===== config.mk =====
export PLATFORM = sky130hd
export DESIGN_NAME = lfsr_history
export DESIGN_NICKNAME = d
export VERILOG_FILES = /design/src/rtl/lfsr_pkg.sv /design/src/rtl/lfsr_history.sv
export SDC_FILE = /design/constraint.sdc
export NUM_CORES = 1
export LEC_CHECK = 0
export ABC_AREA = 1
export BUFFER_PORTS_ARGS = -buffer_cell sky130_fd_sc_hd__buf_4
export CELL_PAD_IN_SITES_DETAIL_PLACEMENT = 1
export CELL_PAD_IN_SITES_GLOBAL_PLACEMENT = 1
export CORE_AREA = 5 5 42 44
export CTS_CLUSTER_SIZE = 25
export DETAILED_ROUTE_END_ITERATION = 8
export DIE_AREA = 0 0 47 49
export GPL_TIMING_DRIVEN = 0
export PLACE_DENSITY_LB_ADDON = 0.12
export SYNTH_ARGS = -nofsm -noshare
export SYNTH_HDL_FRONTEND = slang
export SYNTH_SLANG_ARGS = --single-unit

===== constraint.sdc =====
create_clock -name clk -period 1.9 [get_ports clk]
set_input_delay 0.19 -clock clk [delete_from_list [all_inputs] [get_ports clk]]
set_output_delay 0.19 -clock clk [all_outputs]
set_load 0.02 [all_outputs]

===== src/rtl/lfsr_pkg.sv =====
// Shared definitions for the 8-bit Fibonacci LFSR pattern generator and its checker.
package lfsr_pkg;

    typedef enum logic {
        SEARCH = 1'b0,
        LOCKED = 1'b1
    } state_t;

    // Feedback taps, expressed as offsets below the register size (bit n-k of the history).
    localparam int unsigned TAP_A = 1;
    localparam int unsigned TAP_B = 3;
    localparam int unsigned TAP_C = 5;

    localparam int unsigned DEF_N        = 8;
    localparam int unsigned DEF_LOCK_CNT = 16;
    localparam int unsigned DEF_LOSS_CNT = 4;
    localparam int unsigned DEF_WINDOW   = 64;
    localparam int unsigned DEF_CNT_W    = 16;

endpackage


===== src/rtl/lfsr_history.sv =====
// Shift register of the most recent n received bits with next-bit prediction.
module lfsr_history
    import lfsr_pkg::*;
#(
    parameter int unsigned n = DEF_N
) (
    input  logic clk,
    input  logic reset,
    input  logic en,
    input  logic clr,
    input  logic din,
    output logic pred_c,
    output logic zero_c
);

    logic [n-1:0] h;

    // h[0] holds the newest bit.
    always_ff @(posedge clk or negedge reset) begin
        if (!reset) begin
            h <= '0;
        end else if (clr) begin
            h <= '0;
        end else if (en) begin
            h <= {h[n-2:0], din};
        end
    end

    assign pred_c = h[n-TAP_A] ^ h[n-TAP_B] ^ h[n-TAP_C];
    assign zero_c = (h == '0);

endmodule


# After elaboration in Yosys (flattened, before gate mapping)
# Index checks and enable logic that the tools add are counted.
[word_totals]
latch_bits = 0
output_inout_bits = 2
ram_bits = 0
in_bits = 5
mem_count = 0
mem_bits_ro = 0
ff_bits = 8
elab_cells = 7
[op_classes]
mux = 2
bitwise = 2
addsub = 0
multipliers = 0
div = 0
n_reduce_logical = 2
eq_ne = 0
order_cmp = 0
shift = 0
[ops]
columns = ["operator", "n"]
rows = [
  ["2-to-1 mux 8 bit", 2],
  ["logical NOT 8 bit", 1],
  ["nonzero test 2 bit", 1],
  ["bitwise XOR 1 bit", 2],
]

# Longest topological paths before layout
[depth]
ltp_word = 2
ltp_mapped = 5
ltp_nobuf = 5

# Worst setup path before layout
# Ideal clock, no wire load.
[synth_path]
kind = "flip-flop to output port"
startpoint = "register h[4]"
endpoint = "output port zero_c"
path_stages_with_launch = 4
slack_ns = 0.883
n_path_buf = 0
required_time_ns = 1.710
arrival_time_ns = 0.827
cell_sequence = "dfrtp_1 -> nor2_1 -> nand3_1 -> nor2_1"
[synth_between]
elab_chain_len = 1
[synth_lines]
columns = ["item", "line_no", "rtl"]
rows = [
  ["start, declared", "lfsr_history.sv:16", "logic [n-1:0] h;"],
  ["start signal, assigned", "lfsr_history.sv:25", "h <= {h[n-2:0], din};"],
  ["logical NOT 8 bit", "lfsr_history.sv:30", "assign zero_c = (h == '0);"],
  ["end, declared", "lfsr_history.sv:13", "output logic zero_c"],
]
# No other way between the ends.

# Worst setup path after layout
[layout_path]
startpoint = "register h[5]"
endpoint = "output port pred_c"
[layout_between]
elab_chain_len = 2
[layout_lines]
columns = ["item", "line_no", "rtl"]
rows = [
  ["bitwise XOR 1 bit (2 in a row)", "lfsr_history.sv:29", "assign pred_c = h[n-TAP_A] ^ h[n-TAP_B] ^ h[n-TAP_C];"],
  ["end, declared", "lfsr_history.sv:12", "output logic pred_c,"],
]
# No other way between the ends.

==> impl_metrics.json <==
{
  "numCtsBuffers": 3,
  "syn2layout_area_growth_pct": 22.9,
  "yosys-top-cells-area": "dfrtp_1 51%, nand3_1 13%, nand2_1 9.6%, o21ai_1 6.4%, nor2_8 5.1%",
  "critical_path.cell_chain": "inv_1 -> nand2_1 -> nand2_1 -> nand2_1 -> nand2_1 -> buf_4",
  "h-tree-depth": 1,
  "drt_pass1_iterations": 4,
  "grtUsageTotal": 0.0977,
  "place.gp.congestion": 0.688,
  "largest_register": "h",
  "cp.required_ns": 1.71,
  "wl_um": 904,
  "synth_xor_area_frac": 0,
  "ys_types": 11,
  "yosysSeqAreaShare": 0.510,
  "final_area_um2": 483,
  "num_vias": 341,
  "grt_pass1_vias": 361,
  "placed_area_um2": 450,
  "period_share": 0.688,
  "synth_area_um2": 393,
  "antenna_found_initial": 0,
  "clock_skew_ns": 0.00188,
  "critPathMaxFanout": 3,
  "yosysTopAreaCellShare": 0.510,
  "grt_max_degree": 10,
  "p_per_area_mw_per_mm2": 707,
  "rows": 14,
  "largest_register_ffs": 8,
  "initial_core_util": 0.280,
  "drive_gt1_frac": 0.255,
  "tritoncts": "built",
  "period_needed_ns": 1.31,
  "synth-seq-cells": 8,
  "top_regs": "h (8)",
  "die_area_mm2": 0.00230,
  "grt_overflow_total": 0,
  "worstMarginPinSlew_ns": 0.147,
  "yosys.area_share.simple": 0.318,
  "synth_top_family_by_area": "simple AND/OR/NAND/NOR gates",
  "die_y_um": 49,
  "dp_slack_ns": 0.842,
  "slowest_delay_ns": 0.40,
  "syn_nets": 51,
  "post_cts_buffers": 0,
  "io_buffers": 5,
  "slowest_stage": "dfrtp_1",
  "via_per_inst": 4.80,
  "max_slew_margin": 0.902,
  "rsz0062_at_grt": "false",
  "hold_depth": 2,
  "drt-initial-drc-count": 2,
  "critPathKind": "reg -> out",
  "clk_latency_ns": 0.24,
  "core_mm2": 0.00140,
  "cp-start-kind": "flop",
  "setup_ws_ns": 0.593,
  "syn_avg_cell_area_um2": 8.54,
  "cts.clk_slew.worst_paths_ns": 0.05,
  "synth_top_cell_by_area": "dfrtp_1",
  "setup_viol_count_final": 0,
  "clock_sinks": 8,
  "yosys.area_share.adder": 0,
  "layout.cells.non_filler": 71,
  "slew_viol_final": 0,
  "root_buffer": "clkbuf_4",
  "critPathCaptureType": "primary output",
  "hold_viol": 0,
  "layout_common_cells": "10 x nand2_1, 10 x nand3_1, 8 x dfrtp_1",
  "dieWidth_um": 47,
  "cp_common_cell": "nand2_1",
  "grt_pass1_wl_um": 1610,
  "ant_nets": 0,
  "wl_per_cell_um": 12.7,
  "fin_nets": 62,
  "drc": 0,
  "fin_setup_tns_ns": 0,
  "synthCells": 46,
  "dp_cells": 67,
  "r2r_slack_ns": 1.20,
  "fillers": 186,
  "diodes": 0,
  "p_leak_uw": 0.000244,
  "cts_buffer_depth": 2,
  "crit_arrival_ns": 1.12,
  "clock.fmax_mhz": 765,
  "hp-class": "in -> reg",
  "peakVddDrop_uv": 367,
  "muxShareOfSynthArea": 0,
  "drv_cap": 0,
  "synth_warnings": 0,
  "dpl.hpwl_um": 723,
  "ios": 7,
  "synth_compound_area_frac": 0.0860,
  "outcome": "complete, no violations",
  "worstRegToRegCells": 2
}
## worst max-delay path: cells and delay by family, from the launching register on
kind	cells	cell delay [ns]
flip-flops	1	0.40
AND/OR/NAND/NOR	4	0.24
buffers and inverters	2	0.23
## cell type report
cell class	instances	area (um^2)	area share
buffer	1	11.3	0.0233
sequential	8	200	0.415
timing repair buffer	6	47.5	0.0984
clock buffer	3	22.5	0.0466
tap	16	20.0	0.0415
inverter	6	22.5	0.0466
multi-input combinational	31	159	0.329
## report_power, final
group | leakage, uW | internal, uW | total (uW) | switching [uW]
Clock | 0.0000138 | 72.0 | 125 | 53.4
Sequential | 0.000111 | 173 | 175 | 1.83
Combinational | 0.000119 | 16.5 | 40.8 | 24.3
## synth_stat cells
cell	count
buf_6	1
nand2_2	1
inv_1	4
o21ai_2	1
nor2_8	1
dfrtp_1	8
nor2_1	3
o21ai_1	5
inv_2	2
nand2_1	10
nand3_1	10
## path summary, 6_finish.rpt
check	endpoint	startpoint
setup / recovery	pred_c	h[5]
hold / removal	h[1]	en
setup reg to reg	h[5]	h[5]
hold reg to reg	h[6]	h[6]
max in group asynchronous	h[0]	reset
min in group asynchronous	h[4]	reset
## cells by family after synthesis
family,Yosys count
buffers and inverters,7
AO/OA/AOI/OAI,6
flip-flops,8
AND/OR/NAND/NOR,25
## repair_timing
item / CTS / global route
hold buffers: 1 / 0
gates resized for setup: 0 / 0
endpoints found under the hold margin: 8 / 0
## routing by layer
metal / vias up / share of wire / GRT usage
met5: - / 0 / 0
met1: 162 / 0.42 / 0.123
met3: 0 / 0.072 / 0.0480
met2: 8 / 0.50 / 0.145
met4: 0 / 0 / 0.0276
li1: 171 / - / -
## metrics by stage
step	hold WS (ns)	utilization	total power [uW]
after floorplan	-0.106	-	199
after global placement	0.0132	0.321	217
after detailed placement	0.0168	0.321	218
after CTS	0.181	0.345	350
after global routing	0.185	0.345	363
final	0.185	0.345	341
Note: power is estimated with default switching activity, not from simulation.
